--- config.mk ---
export PLATFORM = sky130hd
export DESIGN_NAME = pulse_train_gen
export DESIGN_NICKNAME = d
export VERILOG_FILES = /design/src/rtl/pulse_pkg.sv /design/src/rtl/pulse_train_gen.sv
export SDC_FILE = /design/constraint.sdc
export NUM_CORES = 1
export LEC_CHECK = 0
export CAP_MARGIN = 30
export CORE_MARGIN = 4
export CORE_UTILIZATION = 59
export DETAILED_ROUTE_END_ITERATION = 10
export PLACE_DENSITY = 0.8
export SETUP_SLACK_MARGIN = 0.15
export SYNTH_ARGS = -nofsm -noshare
export SYNTH_HDL_FRONTEND = slang
export SYNTH_SLANG_ARGS = --single-unit
export TNS_END_PERCENT = 5
--- constraint.sdc ---
create_clock -name clk -period 6.7 [get_ports clk]
set_clock_uncertainty 0.15 [all_clocks]
set_input_delay 1.34 -clock clk [delete_from_list [all_inputs] [get_ports clk]]
set_output_delay 1.34 -clock clk [all_outputs]
set_load 0.02 [all_outputs]
--- src/rtl/pulse_pkg.sv ---
// Shared types and helpers for the pulse-family blocks.
// Holds the FSM state type, default width and config sanitisation.
package pulse_pkg;

  localparam int CNT_W_DEF = 32;

  typedef enum logic [1:0] {
    IDLE,
    DELAY,
    HIGH,
    LOW
  } pulse_gen_state_t;

  // Clamp a pulse width to [1, 2^cw-2] so width+1 still fits in cw bits.
  function automatic logic [63:0] san_width(
    input logic [63:0] w,
    input int          cw
  );
    logic [63:0] hi;
    hi = ({64{1'b1}} >> (64 - cw)) - 64'd1;
    if (w == 64'd0) return 64'd1;
    if (w > hi) return hi;
    return w;
  endfunction

  // Guarantee at least one low cycle between pulses.
  function automatic logic [63:0] san_period(
    input logic [63:0] p,
    input logic [63:0] w
  );
    if (p > w) return p;
    return w + 64'd1;
  endfunction

endpackage

--- src/rtl/pulse_train_gen.sv ---
// Delayed, bounded or free-running fixed-width pulse train generator.
// Define PULSE_TRAIN_GEN_IDX_OUT_EN to expose the pulse_idx port.
module pulse_train_gen
  import pulse_pkg::*;
#(
  parameter int CNT_W = CNT_W_DEF
) (
  input  logic             clk,
  input  logic             rst,
  input  logic             start,
  input  logic             stop,
  input  logic [CNT_W-1:0] delay_num,
  input  logic [CNT_W-1:0] width_num,
  input  logic [CNT_W-1:0] period_num,
  input  logic [CNT_W-1:0] pulse_cnt,
  output logic             pulse_out,
  output logic             busy,
  output logic             done
`ifdef PULSE_TRAIN_GEN_IDX_OUT_EN
  ,
  output logic [CNT_W-1:0] pulse_idx
`endif
);

  pulse_gen_state_t state;

  logic [CNT_W-1:0] ph;
  logic [CNT_W-1:0] emitted;
  logic [CNT_W-1:0] width_q;
  logic [CNT_W-1:0] low_q;
  logic [CNT_W-1:0] cnt_q;

  logic [CNT_W-1:0] w_san;
  logic [CNT_W-1:0] p_san;
  logic             last;

  // Sanitised config, only consumed at start acceptance.
  always_comb begin
    w_san = CNT_W'(san_width(64'(width_num), CNT_W));
    p_san = CNT_W'(san_period(64'(period_num), 64'(w_san)));
  end

  // The pulse just finishing is the final one of a bounded train.
  always_comb begin
    last = (cnt_q != '0) && (emitted == cnt_q);
  end

  // Main FSM; phase counter counts down the current DELAY/HIGH/LOW span.
  always_ff @(posedge clk or posedge rst) begin
    if (rst) begin
      state     <= IDLE;
      ph        <= '0;
      emitted   <= '0;
      width_q   <= '0;
      low_q     <= '0;
      cnt_q     <= '0;
      pulse_out <= 1'b0;
      busy      <= 1'b0;
      done      <= 1'b0;
`ifdef PULSE_TRAIN_GEN_IDX_OUT_EN
      pulse_idx <= '0;
`endif
    end else begin
      done <= 1'b0;
      if (state != IDLE && stop) begin
        state     <= IDLE;
        pulse_out <= 1'b0;
        busy      <= 1'b0;
      end else begin
        unique case (state)
          IDLE: begin
            if (start) begin
              width_q <= w_san;
              low_q   <= p_san - w_san - 1'b1;
              cnt_q   <= pulse_cnt;
              busy    <= 1'b1;
`ifdef PULSE_TRAIN_GEN_IDX_OUT_EN
              pulse_idx <= '0;
`endif
              if (delay_num == '0) begin
                state     <= HIGH;
                ph        <= w_san - 1'b1;
                pulse_out <= 1'b1;
                emitted   <= CNT_W'(1);
              end else begin
                state   <= DELAY;
                ph      <= delay_num - 1'b1;
                emitted <= '0;
              end
            end
          end
          DELAY, LOW: begin
            if (ph == '0) begin
              state     <= HIGH;
              ph        <= width_q - 1'b1;
              pulse_out <= 1'b1;
              emitted   <= emitted + 1'b1;
`ifdef PULSE_TRAIN_GEN_IDX_OUT_EN
              pulse_idx <= emitted;
`endif
            end else begin
              ph <= ph - 1'b1;
            end
          end
          HIGH: begin
            if (ph == '0) begin
              pulse_out <= 1'b0;
              if (last) begin
                state <= IDLE;
                busy  <= 1'b0;
                done  <= 1'b1;
              end else begin
                state <= LOW;
                ph    <= low_q;
              end
            end else begin
              ph <= ph - 1'b1;
            end
          end
        endcase
      end
    end
  end

endmodule

# [After elaboration in Yosys (flattened, before gate mapping)]
# Index checks and enable logic that the tools add are counted.
[word_totals] ff_bits=165 output_inout_bits=3 elab_cells=91
[op_classes] n_addsub=8 order_cmp=2 eq_ne=12 mux=42 bitwise_logic=1 n_reduce_logical=17
[ops] cell="32-bit 2-to-1 mux" n=13
[ops] cell="32-bit by 1-bit subtractor with 32-bit output (second input constant)" n=5
[ops] cell="32-bit logical NOT" n=3
[ops] cell="32-bit case mux with 3 select lines" n=1
[ops] cell="32-bit by 1-bit adder with 32-bit output (second input constant)" n=2
[ops] cell="32-bit case mux with 2 select lines" n=1
[ops] cell="32-bit == test" n=1
[ops] cell="32-bit greater-than comparator" n=1
[ops] cell="32-bit greater-than comparator (second input constant)" n=1
[ops] cell="32-bit nonzero test" n=1
[ops] cell="32-bit subtractor" n=1
[ops] cell="1-bit 2-to-1 mux" n=18
[ops] cell="3-bit inequality test (second input constant)" n=6
[ops] cell="2-bit 2-to-1 mux" n=6
[ops] cell="4-bit AND reduction" n=3
[ops] cell="3-bit AND reduction" n=3
[ops] cell="2-bit case mux with 3 select lines" n=1
[ops] cell="2-bit == test (second input constant)" n=2
[ops] cell="2-bit inequality test (second input constant)" n=2
[ops] cell="2-bit nonzero test" n=2
[ops] cell="1-bit case mux with 3 select lines" n=1
[ops] cell="3-bit nonzero test" n=1
[ops] cell="2-bit by 1-bit == test with 1-bit output (second input constant)" n=1
[ops] cell="1-bit logical AND" n=2
[ops] cell="4 further kinds" n=4

# [Logic depth before layout (Yosys ltp)]
# Gate-level depths: netlist (run 1).
[depth] depth_word=10 depth_mapped=29

# [Worst setup path after synthesis (run 1)]
# No wires, ideal clock.
[synth_timing] kind="input port to flip-flop" startpoint="input width_num[3]" endpoint="register low_q[30]" setup_ns=0.124 arrival_ns=7.804 required_ns=6.426 path_slack_ns=-1.378 cell_stages=29 cell_sequence="buf_2 > nand4_1 > or4_1 > or4_1 > o21ai_2 > and2_1 > inv_1 > ha_1 > nor2b_1 > o211ai_1 > a211oi_1 > nor4_1 > o221a_2 > or2_2 > clkbuf_1 > clkbuf_1 > nand2_1 > o21ai_0 > ha_1 > fa_1 > a211oi_1 > o21ai_0 > a31oi_1 > o31ai_1 > a2111oi_0 > nor3_1 > a2111oi_0 > nor4b_1 > a211o_1"
[synth_between] elab_chain_len=10 elab_cells_between_ends=14
[synth_lines] item="start: declaration" line_no="pulse_train_gen.sv:13" rtl="input logic [CNT_W-1:0] width_num,"
[synth_lines] item="32-bit greater-than comparator" line_no="pulse_pkg.sv:22" rtl="if (w > hi) return hi;"
[synth_lines] item="1-bit 2-to-1 mux (2 in series)" line_no="pulse_pkg.sv:22"
[synth_lines] item="32-bit 2-to-1 mux" line_no="pulse_pkg.sv:23" rtl="return w;"
[synth_lines] item="32-bit 2-to-1 mux *" line_no="pulse_pkg.sv:22"
[synth_lines] item="via w_san[0]" line_no="pulse_train_gen.sv:33" rtl="logic [CNT_W-1:0] w_san;"
[synth_lines] item="32-bit greater-than comparator" line_no="pulse_pkg.sv:31" rtl="if (p > w) return p;"
[synth_lines] item="1-bit 2-to-1 mux" line_no="pulse_pkg.sv:31"
[synth_lines] item="32-bit 2-to-1 mux" line_no="pulse_pkg.sv:32" rtl="return w + 64'd1;"
[synth_lines] item="32-bit subtractor *" line_no="pulse_train_gen.sv:74" rtl="low_q <= p_san - w_san - 1'b1;"
[synth_lines] item="32-bit by 1-bit subtractor with 32-bit output *" line_no="pulse_train_gen.sv:74"
[synth_lines] item="end signal: assignment" line_no="pulse_train_gen.sv:74"
[synth_lines] item="end: declaration" line_no="pulse_train_gen.sv:30" rtl="logic [CNT_W-1:0] low_q;"
# The timed path passes the listed nets; every way through them passes the cells marked *. The select of a mux whose other input is x is not followed.
# A chain may end at the register's enable or synchronous reset.

# [Worst setup path after layout (run 1)]
[layout_timing] startpoint="input width_num[6]" endpoint="register low_q[28]"
# Same word-level chain as after synthesis.

==> flow_summary.ini, run 1 <==
[final_layout]
num_antenna_cells = 0
final_nets = 2218
regArea_sq_um = 4130
fin_util_pct = 79.2
final_area_sq_um = 17400
final_cells = 2309
drive_above_1_share_pct = 18.3
area_growth_pct = 31.1
nFillCells = 1539
multiInputGateArea_sq_um = 8950

[critical_path]
cp_slowest_cell = or4_4
cp_common_cell = buf_6
start_kind = primary input
path_class = primary input to register
cp.arrival_ns = 7.08
cp.buffers_inverters = 6
end_kind = register
critical_path.max_fanout = 4
max_stage_delay_ns = 0.52
crit_required_ns = 6.84
critPathTopFamily = compound AO/OA/AOI/OAI gates

[yosys]
synthArstFlopShare_pct = 100
synth_top_family_by_area = simple AND/OR/NAND/NOR gates
synth_seq_area_share_pct = 31.0
synthSimpleGateAreaFrac_pct = 26.0
synth_area_leaders = dfrtp_1, nand2_1, xnor2_1
ys_warn_count = 0
synth_edf_count = 0
synth-xor-area-share_pct = 10.9
syn_area_sq_um = 13300
synth_top_cell_area_share_pct = 31.0
synth_ff_type = dfrtp_1
yosys.cell_types.count = 82
syn-mean-instance-area_sq_um = 7.76
muxShareOfSynthArea_pct = 0.517
synthAdderAreaFrac_pct = 6.64
ys_seq_elements = 165
synthCells = 1715
syn_nets = 1917
synth_commonest_cells = nand2_1, dfrtp_1, nor2_1
synth_compound_area_share_pct = 20.9
synth_top_area_cell = dfrtp_1
yosysMostFrequentCell = nand2_1

[routing]
first_pass_iters = 8
detail-route-antenna-nets = 0
route.detailed.drc = 0
drt_first_iter_violations = 1762
wire_per_inst_um = 20.2
viasPerCell = 6.28
drt-total-wl_um = 46600
vias = 14500

[place]
dp_hpwl_um = 34700
place_worst_setup_slack_ns = -1.02
post_dp_cell_area_sq_um = 16400
portBuffers = 134
place_congestion = 0.976
dp_cells = 2250

[global_route]
track_usage_pct = 36.5
grt_max_degree = 112
grt-ovfl-total = 0
grt_pass1_vias = 14000
antenna_found_initial = 1
grt_pass1_wl_um = 72000

[cts]
ctsLongestPathBuffers = 2
clock_latency_ns = 0.44
cts_hold_buf = 0
cts_tree = built
h-tree-depth = 4
cts_buffers = 17
clkSlewWorstSetupHoldPaths_ns = 0.07
clockRootBuffer = clkbuf_16
cts_sinks = 165

[run]
max_cap_viol_count = 0

[floorplanning]
die_area_sq_um = 25000
initial_core_util_pct = 60.4
die_h_um = 158
fp.coreArea_sq_um = 22000
fp.dieW_um = 158
io_pins = 135
rows = 54

[timing]
timing.final.crit_share_pct = 104
max-slew-margin-rel_pct = 36.1
worstMarginPinSlew_ns = 0.958
setup_ws_ns = -0.239
rsz0062_at_grt = true
finalHoldViolCount = 0
post-route-min-period_ns = 6.94
fmax_ghz = 0.144
finalSetupViolations = 7
drv_slew = 0

[power_and_ir_drop]
power_density_nw_per_um2 = 231
power.leakage_nw = 7.60
power.total_mw = 4.02
peakVddDrop_mv = 0.151

[outcome]
status = finished with violations
failed_checks = setup timing

[min_path]
hold_class = register to register
## worst paths after layout
kind	from	endpoint	slack [ns]	cells after the start
max	width_num[6]	low_q[28]$_DFFE_PP0P_	-0.24	29
min	low_q[6]$_DFFE_PP0P_	low_q[6]$_DFFE_PP0P_	0.33	2
max reg2reg	ph[14]$_DFFE_PP0P_	ph[13]$_DFFE_PP0P_	2.83	10
min reg2reg	low_q[6]$_DFFE_PP0P_	low_q[6]$_DFFE_PP0P_	0.33	2
max in group asynchronous	rst	emitted[4]$_DFFE_PP0P_	4.10	3
min in group asynchronous	rst	ph[4]$_DFFE_PP0P_	1.15	2
## routing by layer
layer,track usage (%),vias to the layer above,wire (um)
li1,-,6754,-
met1,47.7,6764,18400
met2,61.0,825,21700
met3,5.55,153,4490
met4,14.4,2,2040
met5,0,-,8
## cells by family after synthesis
kind of cell | count (synthesis)
flip-flops | 165
buffers and inverters | 139
XOR/XNOR | 165
multiplexers | 6
adder cells (fa/ha/maj) | 70
AO/OA/AOI/OAI | 453
AND/OR/NAND/NOR | 717
## registers in the layout, summed over array words and instances (netlist names)
register	count
state	2
width_q	32
low_q	32
busy	1
emitted	32
cnt_q	32
pulse_out	1
ph	32
done	1
## what timing repair did
item,4_1_cts,5_1_grt
cloned,0,0
endpoints found under the setup margin,19,20
pin swaps,36,43
buffers inserted,13,14
gates resized for setup,68,64
## worst register-to-register path, cell delays in order (launching register included)
cell	delay [ns]
dfrtp_1	0.42
or4_4	0.58
or4_4	0.47
nor4_4	0.42
nand4_2	0.16
o21a_1	0.25
o21bai_2	0.19
and2_1	0.53
buf_8	0.24
a211oi_1	0.07
a221o_1	0.27
## layout make-up
class / count / area share (%)
Sequential cell: 165 / 23.7
Inverter: 55 / 1.23
Multi-Input combinational cell: 1411 / 51.4
Tap cell: 280 / 2.01
Timing Repair Buffer: 366 / 18.0
Clock inverter: 12 / 1.16
Clock buffer: 20 / 2.56
## power breakdown
part / total [mW] / internal (mW) / switching [mW]
Sequential: 1.45 / 1.22 / 0.231
Combinational: 1.49 / 0.689 / 0.802
Clock: 1.08 / 0.671 / 0.408
## metrics by stage
step                TNS (ns)  hold slack (ns)
global route           -2.62            0.341
global placement      -11.12            0.304
floorplan             -0.921            0.290
CTS                   -0.233            0.328
detailed placement    -12.34            0.313
finish                 -1.03            0.326
## cell usage in the layout (no fill, tap or decap), types with 65 or more instances in the layout
cell | netlist | layout
a21oi_1 | 148 | 137
buf_4 | 0 | 219
clkdlybuf4s50_1 | 0 | 106
dfrtp_1 | 165 | 165
ha_1 | 69 | 65
nand2_1 | 261 | 259
nor2_1 | 165 | 161
o21ai_0 | 136 | 128
xnor2_1 | 108 | 106
Power figures use the tool's default switching activity.
==> inputs of run 2 (changes only) <==
--- a/config.mk
+++ b/config.mk
@@ -10,6 +10,7 @@
 export CORE_UTILIZATION = 59
 export DETAILED_ROUTE_END_ITERATION = 10
 export PLACE_DENSITY = 0.8
+export REMOVE_ABC_BUFFERS = 1
 export SETUP_SLACK_MARGIN = 0.15
 export SYNTH_ARGS = -nofsm -noshare
 export SYNTH_HDL_FRONTEND = slang
==> constraint.sdc (replaced) <==
create_clock -name clk -period 6.7 [get_ports clk]
set_clock_uncertainty 0.15 [all_clocks]
set_input_delay 1.34 -clock clk [delete_from_list [all_inputs] [get_ports clk]]
set_output_delay 1.34 -clock clk [all_outputs]
set_load 0.1 [all_outputs]
==> flow_summary.ini, run 2 (same netlist as run 1, synthesis figures left out) <==
[outcome]
status = finished with violations
failed_checks = setup timing

[critical_path]
start_kind = primary input
cp_slowest_cell = or4_4
r2r_start = ph[14]$_DFFE_PP0P_
end_kind = register
reg2reg_slack_ns = 2.81
crit_required_ns = 6.88
startpoint = width_num[7]
cp.arrival_ns = 7.10
max_stage_delay_ns = 0.56
critical_path.max_fanout = 5
reg2reg_to = ph[23]$_DFFE_PP0P_
path_class = primary input to register
reg2regPathDepth = 10

[power_and_ir_drop]
p_comb_share_pct = 37.8
swShare_pct = 37.0
power.share.sequential_pct = 36.7
power_density_nw_per_um2 = 225
internal_power_mw = 2.51
p_sw_mw = 1.47
peakVddDrop_mv = 0.190
power.leakage_nw = 7.72
p_clk_share_pct = 25.5

[timing]
max-slew-margin-rel_pct = 28.6
post-route-min-period_ns = 6.92
rsz0062_at_grt = true
timing.final.crit_share_pct = 103
setup_ws_ns = -0.225
tns_ns = -1.20
worstMarginPinSlew_ns = 1.07
finalHoldViolCount = 0
fmax_ghz = 0.144
finalSetupViolations = 7
drv_slew = 0

[routing]
viasPerCell = 6.23
first_pass_iters = 7
vias = 14400
wire_per_inst_um = 20.2
route.detailed.drc = 0
drt_first_iter_violations = 1655
drt-total-wl_um = 46800
detail-route-antenna-nets = 0

[final_layout]
final_nets = 2225
regArea_sq_um = 4130
drive_above_1_share_pct = 18.7
layout_commonest_cell = nand2_1
final_cell_mix = nand2_1, buf_4, dfrtp_1, nor2_1, a21oi_1
fin_util_pct = 80.1
num_antenna_cells = 0
multiInputGateArea_sq_um = 9010
area_growth_pct = 32.6
nFillCells = 1564
final_cells = 2315

[min_path]
hold_start = low_q[18]$_DFFE_PP0P_
min_path_cells = 2
hold_class = register to register
worst_hold_path.endpoint = low_q[18]$_DFFE_PP0P_

[cts]
ctsLongestPathBuffers = 2
h-tree-depth = 4
cts_tree = built
clockRootBuffer = clkbuf_16
cts_buffers = 17
cts_hold_buf = 0
clkSlewWorstSetupHoldPaths_ns = 0.07
cts_sinks = 165
clock_latency_ns = 0.44

[global_route]
grt_pass1_vias = 13900
grt_max_degree = 107
track_usage_pct = 36.0
grt_pass1_wl_um = 70600
grt-ovfl-total = 0
antenna_found_initial = 1

[floorplanning]
fp.coreArea_sq_um = 22000
rows = 54
initial_core_util_pct = 60.4
fp.dieW_um = 158
die_area_sq_um = 25000
io_pins = 135
die_h_um = 158

[place]
dp_cells = 2265
dp_hpwl_um = 35500
portBuffers = 134
place_worst_setup_slack_ns = -1.67
place_congestion = 0.951

[run]
max_cap_viol_count = 0
run 2: worst max path at each step:
| stage | endpoint | slack, ns | cells past startpoint |
|---|---|---|---|
| after floorplan | low_q[30]$_DFFE_PP0P_ | -1.37 | 26 |
| after global placement | low_q[30]$_DFFE_PP0P_ | -1.51 | 29 |
| after detailed placement | low_q[30]$_DFFE_PP0P_ | -1.67 | 29 |
| after CTS | low_q[30]$_DFFE_PP0P_ | -0.75 | 29 |
| after global routing | low_q[28]$_DFFE_PP0P_ | -0.51 | 27 |
| final | low_q[30]$_DFFE_PP0P_ | -0.22 | 30 |
run 2: worst max-delay path, delay by kind of cell:
kind	cells	cell delay (ns)
AOI/OAI and AO/OA	12	2.42
and+or+nand+nor	10	2.03
adders and majority gates	2	0.51
buffers and inverters	6	0.79
run 2: per-layer routing:
metal | part of all wire (%) | vias to the layer above | routed length [um] | global-route usage, %
li1 | - | 6778 | - | -
met1 | 41 | 6776 | 19100 | 46.9
met2 | 47 | 758 | 21900 | 59.7
met3 | 8.1 | 121 | 3790 | 5.74
met4 | 4.2 | 0 | 1970 | 15.1
met5 | 0 | - | 0 | 0
run 2: what timing repair did:
item	4_1_cts	5_1_grt
pin swaps	13	51
setup endpoints to repair	24	28
resized for setup	30	148
buffers inserted	3	13
gates cloned	0	3
endpoints found under the hold margin	0	0
run 2: area by class of cell:
class | instances | share of cell area, %
multi-input combinational | 1411 | 51.1
tap | 280 | 1.99
sequential | 165 | 23.4
clock inverter | 14 | 0.993
timing repair buffer | 373 | 18.9
clock buffer | 17 | 2.41
inverter | 55 | 1.21
run 2: stage by stage:
step	power (mW)	hold slack [ns]	cell area, sq um
6_report	3.98	0.331	17600
5_1_grt	4.18	0.352	17600
2_1_floorplan	2.21	0.290	13000
4_1_cts	3.85	0.332	17100
3_3_place_gp	2.75	0.304	16300
3_5_place_dp	2.81	0.316	16400
run 2: power by group through the flow:
stage / clock network, mW / registers (mW) / logic [mW]
2_1_floorplan: 0 / 1.40 / 0.809
4_1_cts: 1.01 / 1.45 / 1.39
3_5_place_dp: 0 / 1.46 / 1.35
3_3_place_gp: 0 / 1.45 / 1.30
6_report: 1.01 / 1.46 / 1.50
5_1_grt: 1.06 / 1.48 / 1.63
==> inputs of run 3 (changes only) <==
--- a/config.mk
+++ b/config.mk
@@ -12,6 +12,7 @@
 export PLACE_DENSITY = 0.8
 export REMOVE_ABC_BUFFERS = 1
 export SETUP_SLACK_MARGIN = 0.15
+export SLEW_MARGIN = 10
 export SYNTH_ARGS = -nofsm -noshare
 export SYNTH_HDL_FRONTEND = slang
 export SYNTH_SLANG_ARGS = --single-unit
==> flow_summary.ini, run 3 (same netlist as run 1, synthesis figures left out) <==
[floorplanning]
fp.coreArea_sq_um = 22000
rows = 54
fp.dieW_um = 158
io_pins = 135
die_area_sq_um = 25000
initial_core_util_pct = 60.4
die_h_um = 158

[final_layout]
multiInputGateArea_sq_um = 9010
layout_commonest_cell = nand2_1
fin_util_pct = 80.2
regArea_sq_um = 4130
area_growth_pct = 32.8
num_antenna_cells = 0
final_nets = 2226
final_cell_mix = nand2_1, buf_4, dfrtp_1, nor2_1, a21oi_1
drive_above_1_share_pct = 18.8
nFillCells = 1556

[timing]
drv_slew = 0
fmax_ghz = 0.144
max-slew-margin-rel_pct = 32.1
setup_ws_ns = -0.229
tns_ns = -1.19
timing.final.crit_share_pct = 103
finalSetupViolations = 7
rsz0062_at_grt = true
worstMarginPinSlew_ns = 1.01
finalHoldViolCount = 0
post-route-min-period_ns = 6.93

[cts]
clkSlewWorstSetupHoldPaths_ns = 0.07
cts_sinks = 165
h-tree-depth = 4
clockRootBuffer = clkbuf_16
ctsLongestPathBuffers = 2
cts_buffers = 17
cts_tree = built
clock_latency_ns = 0.44
cts_hold_buf = 0

[global_route]
grt_max_degree = 107
grt-ovfl-total = 0
grt_pass1_vias = 13900
grt_pass1_wl_um = 70600
antenna_found_initial = 1
track_usage_pct = 36.0

[run]
max_cap_viol_count = 0

[critical_path]
crit_required_ns = 6.88
cp.depth = 30
r2r_start = ph[14]$_DFFE_PP0P_
reg2regPathDepth = 11
max_stage_delay_ns = 0.56
cp_slowest_cell = or4_4
critPathTopFamily = compound AO/OA/AOI/OAI gates
critical_path.max_fanout = 5
reg2reg_to = ph[11]$_DFFE_PP0P_
end_kind = register
cp.buffers_inverters = 6
crit_end = low_q[30]$_DFFE_PP0P_
cp.arrival_ns = 7.10
path_class = primary input to register
reg2reg_slack_ns = 2.79
startpoint = width_num[7]
start_kind = primary input

[routing]
first_pass_iters = 6
detail-route-antenna-nets = 0
drt_first_iter_violations = 1674
vias = 14400
wire_per_inst_um = 20.1
drt-total-wl_um = 46600
route.detailed.drc = 0
viasPerCell = 6.23

[outcome]
status = finished with violations
failed_checks = setup timing

[power_and_ir_drop]
power_density_nw_per_um2 = 225
power.leakage_nw = 7.73
peakVddDrop_mv = 0.190

[min_path]
hold_class = register to register

[place]
place_congestion = 0.951
dp_hpwl_um = 35500
portBuffers = 134
==> run 3: area by class of cell <==
type | count | share of cell area [%]
multi-input combinational | 1411 | 51.0
sequential | 165 | 23.4
timing repair buffer | 374 | 19.0
clock buffer | 17 | 2.41
tap | 280 | 1.98
inverter | 55 | 1.21
clock inverter | 14 | 0.992
==> run 3: where the power goes <==
group | switching [mW] | total [mW] | internal (mW)
combinational | 0.803 | 1.50 | 0.697
sequential | 0.241 | 1.46 | 1.22
clock | 0.424 | 1.01 | 0.589
==> run 3: per-layer routing <==
| layer | global-route usage (%) | vias to the layer above | wire length, um |
|---|---|---|---|
| li1 | - | 6788 | - |
| met1 | 46.9 | 6769 | 18900 |
| met2 | 59.7 | 734 | 21900 |
| met3 | 5.74 | 132 | 3830 |
| met4 | 15.1 | 0 | 2000 |
| met5 | 0 | - | 0 |
==> run 3: timing repair <==
action,CTS,global route
setup endpoints to repair,24,28
gates resized for setup,30,148
endpoints found under the hold margin,0,0
cloned,0,3
pin swaps,13,51
setup buffers,3,13
==> run 3: metrics by stage <==
| step | total power [mW] | std cells | cell area [sq um] | setup WS, ns | hold WS (ns) |
|---|---|---|---|---|---|
| 2_1_floorplan | 2.21 | 1631 | 13000 | -1.37 | 0.290 |
| 3_3_place_gp | 2.75 | 2263 | 16300 | -1.51 | 0.304 |
| 4_1_cts | 3.85 | 2299 | 17100 | -0.751 | 0.332 |
| 5_1_grt | 4.18 | 2316 | 17700 | -0.512 | 0.352 |
| 3_5_place_dp | 2.81 | 2265 | 16400 | -1.67 | 0.316 |
| 6_report | 3.97 | 2316 | 17700 | -0.229 | 0.328 |
==> run 3: worst min-delay path: cells and delay by family (launching register included) <==
kind | cells | cell delay, ns
flops | 1 | 0.34
compound gates | 1 | 0.06
simple gates | 1 | 0.05
==> run 3: how the worst min path moves through the flow <==
| stage | endpoint | start | cells past startpoint | slack, ns |
|---|---|---|---|---|
| 2_1_floorplan | low_q[0]$_DFFE_PP0P_ | low_q[0]$_DFFE_PP0P_ | 2 | 0.29 |
| 3_3_place_gp | low_q[0]$_DFFE_PP0P_ | low_q[0]$_DFFE_PP0P_ | 2 | 0.30 |
| 3_5_place_dp | low_q[0]$_DFFE_PP0P_ | low_q[0]$_DFFE_PP0P_ | 2 | 0.32 |
| 4_1_cts | low_q[0]$_DFFE_PP0P_ | low_q[0]$_DFFE_PP0P_ | 2 | 0.33 |
| 5_1_grt | low_q[26]$_DFFE_PP0P_ | low_q[26]$_DFFE_PP0P_ | 2 | 0.35 |
| 6_report | low_q[18]$_DFFE_PP0P_ | low_q[18]$_DFFE_PP0P_ | 2 | 0.33 |
